`src/rtl/fir_seq_mac.sv`:
```
// Time-multiplexed FIR: one signed multiply-accumulate per cycle over NUM_ELEM taps.
// Optional macro FIR_ROUND_EN selects round-half-up with positive saturation instead of floor truncation.
module fir_seq_mac #(
  parameter int BITS_PER_ELEM  = 8,
  parameter int NUM_ELEM       = 9,
  parameter int SUM_TRUNCATION = 8,
  parameter logic [NUM_ELEM*BITS_PER_ELEM-1:0] FILTER_VAL = '0,
  parameter int MAX_BITS       = 2*BITS_PER_ELEM + $clog2(NUM_ELEM),
  parameter int ADDR_BITS      = $clog2(NUM_ELEM)
) (
  input  logic                             clk,
  input  logic                             rst,
  input  logic                             i_sample_valid,
  input  logic signed [BITS_PER_ELEM-1:0]  i_sample,
  output logic                             o_ready,
  input  logic                             i_coef_we,
  input  logic        [ADDR_BITS-1:0]      i_coef_addr,
  input  logic signed [BITS_PER_ELEM-1:0]  i_coef_data,
  output logic                             o_valid,
  output logic signed [SUM_TRUNCATION-1:0] o_wavelet,
  output logic                             o_busy
);

  localparam int PROD_BITS = 2*BITS_PER_ELEM;
  localparam int DROP_BITS = MAX_BITS - SUM_TRUNCATION;
  localparam logic [ADDR_BITS-1:0] LAST_IDX = ADDR_BITS'(NUM_ELEM - 1);

  typedef enum logic [1:0] {
    IDLE = 2'd0,
    CALC = 2'd1,
    DONE = 2'd2
  } state_t;

  state_t state, state_next;

  logic signed [BITS_PER_ELEM-1:0]  taps  [NUM_ELEM];
  logic signed [BITS_PER_ELEM-1:0]  coefs [NUM_ELEM];
  logic signed [MAX_BITS-1:0]       acc;
  logic signed [MAX_BITS-1:0]       acc_next;
  logic signed [PROD_BITS-1:0]      prod;
  logic        [ADDR_BITS-1:0]      idx;
  logic signed [SUM_TRUNCATION-1:0] wavelet_next;

  logic accept;
  logic coef_wr;
  logic addr_ok;
  logic last_tap;

  assign addr_ok  = {{(32-ADDR_BITS){1'b0}}, i_coef_addr} < 32'(NUM_ELEM);
  assign accept   = (state == IDLE) && i_sample_valid;
  assign coef_wr  = (state == IDLE) && i_coef_we && addr_ok;
  assign last_tap = (state == CALC) && (idx == LAST_IDX);

  assign o_ready = (state == IDLE);
  assign o_busy  = (state != IDLE);
  assign o_valid = (state == DONE);

  // ---------------------------------------------------------------------------
  // Control FSM
  // ---------------------------------------------------------------------------
  // NOTE: state registers use non-blocking assignment so every flop samples
  // pre-edge values; blocking here would make results depend on block order.
  always_ff @(posedge clk or posedge rst) begin
    if (rst) state <= IDLE;
    else     state <= state_next;
  end

  // NOTE: state_next is defaulted before the case so no path leaves it
  // unassigned, which would otherwise infer a latch.
  always_comb begin
    state_next = state;
    unique case (state)
      IDLE:    if (i_sample_valid) state_next = CALC;
      CALC:    if (idx == LAST_IDX) state_next = DONE;
      DONE:    state_next = IDLE;
      default: state_next = IDLE;
    endcase
  end

  // ---------------------------------------------------------------------------
  // Multiply-accumulate; the product is full precision and sign-extended.
  // ---------------------------------------------------------------------------
  always_comb begin
    prod     = coefs[idx] * taps[idx];
    acc_next = acc + MAX_BITS'(prod);
  end

`ifdef FIR_ROUND_EN
  generate
    if (DROP_BITS > 0) begin : g_round
      localparam logic [MAX_BITS:0] HALF = (MAX_BITS+1)'(1) << (DROP_BITS - 1);
      logic [MAX_BITS:0]       rounded;
      logic [SUM_TRUNCATION:0] rounded_top;

      // One guard bit catches a carry past the positive range of o_wavelet.
      always_comb begin
        rounded     = {acc_next[MAX_BITS-1], acc_next} + HALF;
        rounded_top = rounded[MAX_BITS -: SUM_TRUNCATION+1];
        if (!rounded_top[SUM_TRUNCATION] && rounded_top[SUM_TRUNCATION-1])
          wavelet_next = {1'b0, {(SUM_TRUNCATION-1){1'b1}}};
        else
          wavelet_next = rounded_top[SUM_TRUNCATION-1:0];
      end
    end else begin : g_no_drop
      assign wavelet_next = acc_next;
    end
  endgenerate
`else
  assign wavelet_next = acc_next[MAX_BITS-1 -: SUM_TRUNCATION];
`endif

  // ---------------------------------------------------------------------------
  // Datapath registers. The result is captured on the last MAC edge so it is
  // already stable while o_valid is high in DONE.
  // ---------------------------------------------------------------------------
  // NOTE: the coefficient bank is flop-based and must come out of reset
  // holding FILTER_VAL, so it is reset like ordinary state rather than
  // being treated as an unreset RAM.
  always_ff @(posedge clk or posedge rst) begin
    if (rst) begin
      for (int k = 0; k < NUM_ELEM; k++) begin
        taps[k]  <= '0;
        coefs[k] <= FILTER_VAL[BITS_PER_ELEM*k +: BITS_PER_ELEM];
      end
      acc       <= '0;
      idx       <= '0;
      o_wavelet <= '0;
    end else begin
      if (coef_wr)
        coefs[i_coef_addr] <= i_coef_data;

      if (accept) begin
        for (int k = NUM_ELEM-1; k > 0; k--)
          taps[k] <= taps[k-1];
        taps[0] <= i_sample;
        acc     <= '0;
        idx     <= '0;
      end else if (state == CALC) begin
        acc <= acc_next;
        idx <= last_tap ? '0 : idx + 1'b1;
        if (last_tap)
          o_wavelet <= wavelet_next;
      end
    end
  end

endmodule

```
`config.mk`:
```
export PLATFORM = sky130hd
export DESIGN_NAME = fir_seq_mac
export DESIGN_NICKNAME = d
export VERILOG_FILES = /design/src/rtl/fir_seq_mac.sv
export SDC_FILE = /design/constraint.sdc
export NUM_CORES = 1
export LEC_CHECK = 0
export ABC_AREA = 1
export BUFFER_PORTS_ARGS = -buffer_cell sky130_fd_sc_hd__buf_2
export CELL_PAD_IN_SITES_DETAIL_PLACEMENT = 2
export CELL_PAD_IN_SITES_GLOBAL_PLACEMENT = 2
export CORE_UTILIZATION = 40
export CTS_BUF_LIST = sky130_fd_sc_hd__clkbuf_4
export CTS_CLUSTER_DIAMETER = 50
export DETAILED_ROUTE_END_ITERATION = 10
export GPL_TIMING_DRIVEN = 0
export PLACE_DENSITY = 0.9
export REMOVE_ABC_BUFFERS = 1
export SYNTH_ARGS = -nofsm -noshare
export SYNTH_HDL_FRONTEND = slang
export SYNTH_SLANG_ARGS = --single-unit
```
`constraint.sdc`:
```
create_clock -name clk -period 6.89 [get_ports clk]
set_clock_uncertainty 0.05 [all_clocks]
set_input_delay 0.3445 -clock clk [delete_from_list [all_inputs] [get_ports clk]]
set_output_delay 0.3445 -clock clk [all_outputs]
set_load 0.03 [all_outputs]
```
==> results.md <==
* CP Class: reg -> reg
* Tightest Hold Check Type: in -> reg
* Worst Tran Pin Value at about 1000 ps
* Synth Cell Area at ~12,000 um2
* Number of buffers created by CTS at 17
* Cells after Synth at about 1,400
* Rel. slew slack at about a third
* Rows at slightly above 60
* Sequential-to-total area share from yosys stat at 37.4%
* R2r worst-path depth at 21
* Period utilisation layout at 101%
* First-pass GRT wire length at 68.0 mm
* Routability cong. at roughly 0.77
* DRC at 0
* Req. time, crit path at 7430 ps
* Unique masters post-synth at 37
* Max-slew violation count at 0
* Status: finished with violations
* Critical path startpoint category: flip-flop
* Crit path capture type: flip-flop
* Post-DP Area at around 12,000 um2
* Register bit count reported by yosys at 178
* Worst setup path start: idx[0]
* Reg2reg start: idx[0]
* Area Growth Syn to Fin at 8.87%
* Via/cell ratio at ~5.8
* Max FO, Critical Path at between 40 and 50
* Die H at between 150 and 200 um
* Final hold slack at between 50 and 60 ps
* Uppermost routed layer: met4
* Failing checks: negative setup slack
* PnR worst setup slack at -47.8 ps
* Max Cap Violations at 0
* Initial antenna violation count at 1
* Max Freq at approximately 0.14 GHz
* ANT nets after route at 0
* Die Wd at 175 um
* Core ar. at just under 30,000 um2
* 1st-iter DRT viols at ~600
* Met1 wire length at approximately 18 mm
* Share of layout cells above drive strength 1 at roughly a tenth
* Ports at 35
* WL/cell at ~26 um
* CTS Sinks at 178
* Fin nets at 1,602
* Skew-Pair Late Insertion Delay at roughly 670 ps
* Final hold viol count at 0
* Number of global-route vias before repair at 12,150
* Detailed Routing Iterations Pass 1 at 5
* Avg Cell Area, Syn at around 8.4 um2
* Internal reg-to-reg setup slack at -50 ps
* Setup TNS at -92.2 ps
* Largest net degree at the start of global routing at around 100
* Crit path time final at about 6900 ps
* Die Footprint at about 31,000 um2
* FF-to-FF End: o_wavelet[5]
* Root Driver: clkbuf_4
* Overflow after GRT at 0
* Met3 WL post-DR at between 2 and 2.5 mm
* H-tree levels at 4
* Synth warn at 0
* Drt total wl at between 40 and 50 mm
* Via count at 10,597
* Crit path to: o_wavelet[5]
* Longest Clk Path Bufs at 2
* Initial Util at 41.1%
* Routed length on met2 at between 20 and 25 mm
* Total track usage at just under 30%
* Port bufs at 34
* Setup violators final at 3
* Final HPWL from detailed placement at a little under 30 mm
* CTS clock-pin slew for the worst setup and hold paths at about 200 ps
* Worst Path Arrival at ~7500 ps
* Place WS at -705 ps
* CTS tree: done
* Fin area at between 10,000 and 15,000 um2
cell type report:
cell class / count / area [um2]
antenna: 1 / 2.50
clock buffer: 18 / 135
clock inverter: 14 / 195
fill: 3232 / 16000
inverter: 221 / 862
multi-input combinational: 965 / 6350
sequential: 178 / 4470
tap: 384 / 480
timing repair buffer: 59 / 495
cell usage in the layout, fill, tap and decap left out, drive strengths merged, types with 2 or more instances in the layout:
cell type,netlist,routed
nor2,107,107
inv,221,222
buf,43,48
o21a,2,2
bufinv,0,2
clkinvlp,0,4
clkbuf,10,18
nand4,7,7
fa,88,88
xnor2,3,3
dfrtp,178,178
dlygate4sd3,0,11
nand3,62,62
a21oi,63,63
o22ai,5,5
o21ai,180,180
mux2,14,14
nand3b,3,3
nand2,348,348
o221ai,6,6
ha,48,48
clkinv,0,7
nor3,2,2
or2,3,3
o211ai,21,21
cells in the mapped netlist:
library cell | instances | area share [%]
a21oi_1 | 63 | 2.6
a22o_1 | 1 | 0.073
buf_1 | 7 | 0.22
buf_2 | 24 | 1.0
buf_4 | 2 | 0.13
buf_6 | 10 | 0.94
clkbuf_1 | 10 | 0.31
dfrtp_1 | 178 | 37
fa_1 | 88 | 15
ha_1 | 48 | 5.0
inv_1 | 218 | 6.9
inv_2 | 2 | 0.063
inv_4 | 1 | 0.052
mux2_2 | 14 | 1.3
nand2_1 | 336 | 11
nand2_2 | 4 | 0.21
nand2_4 | 8 | 0.76
nand3_1 | 62 | 2.6
nand3b_1 | 3 | 0.19
nand4_1 | 7 | 0.37
nor2_1 | 102 | 3.2
nor2_2 | 1 | 0.052
nor2_4 | 2 | 0.19
nor2_8 | 2 | 0.34
nor3_1 | 2 | 0.084
nor4_1 | 1 | 0.052
o211ai_1 | 21 | 1.3
o21a_1 | 2 | 0.13
o21ai_0 | 114 | 4.8
o21ai_1 | 53 | 2.2
o21ai_2 | 13 | 0.95
o221ai_1 | 6 | 0.44
o22ai_1 | 5 | 0.26
or2_2 | 2 | 0.10
or2_4 | 1 | 0.073
xnor2_1 | 3 | 0.22
xor2_1 | 1 | 0.073
state kept, by name, summed over array words and instances, names as in the netlist:
name / flops
coefs: 72
taps: 72
acc: 20
o_wavelet: 8
idx: 4
state: 2
critical path, stage by stage, from the launching register on:
cell,delay (ps)
dfrtp_4,690
buf_12,280
a21oi_1,120
o21ai_0,140
nand3_1,180
nand3_1,130
nand2_1,260
nand2_1,240
clkinvlp_4,360
fa_1,660
fa_1,450
fa_1,570
fa_1,580
ha_1,390
ha_1,440
nand4_1,140
o21ai_0,480
nand2_1,230
nand2_1,140
nand2_1,90
nand3_1,110
nand2_1,70
worst min path at each step:
stage / startpoint / to / slack (ps) / depth (start not counted)
2_1_floorplan: taps[48] / taps[48] / 400 / 2
3_3_place_gp: coefs[6] / coefs[6] / 420 / 2
3_5_place_dp: rst / coefs[41] / 420 / 2
4_1_cts: i_coef_data[4] / coefs[68] / 20 / 3
5_1_grt: i_coef_data[6] / coefs[38] / 40 / 3
6_report: i_coef_data[0] / coefs[40] / 50 / 3
kinds of logic after synthesis:
family,synth area share (%)
simple gates,18.8
compound gates,12.8
buf+inv,9.59
flops,37.4
fa+ha+maj,19.8
mux,1.32
xor+xnor,0.294
metrics by stage:
| stage | std cells | util [%] |
|---|---|---|
| final | 1840 | 44.7 |
| after global routing | 1840 | 44.7 |
| after CTS | 1832 | 44.4 |
| after detailed placement | 1785 | 42.6 |
| after global placement | 1782 | 42.3 |
| after floorplan | 1364 | - |
routing by layer:
layer  vias up  track usage (%)
met5         -                0
met4         0             13.3
met3       171             4.29
met2       383             53.1
met1      5507             33.6
li1       4536                -
what timing repair did:
item	CTS	global route
buffers inserted	4	7
hold endpoints to repair	92	0
gates resized for setup	9	5
hold buffers	11	0
endpoints found under the setup margin	20	17
Power is left out: the tool's default activity adds up to more than one toggle a clock period on the data nets, which glitch-free logic cannot reach.
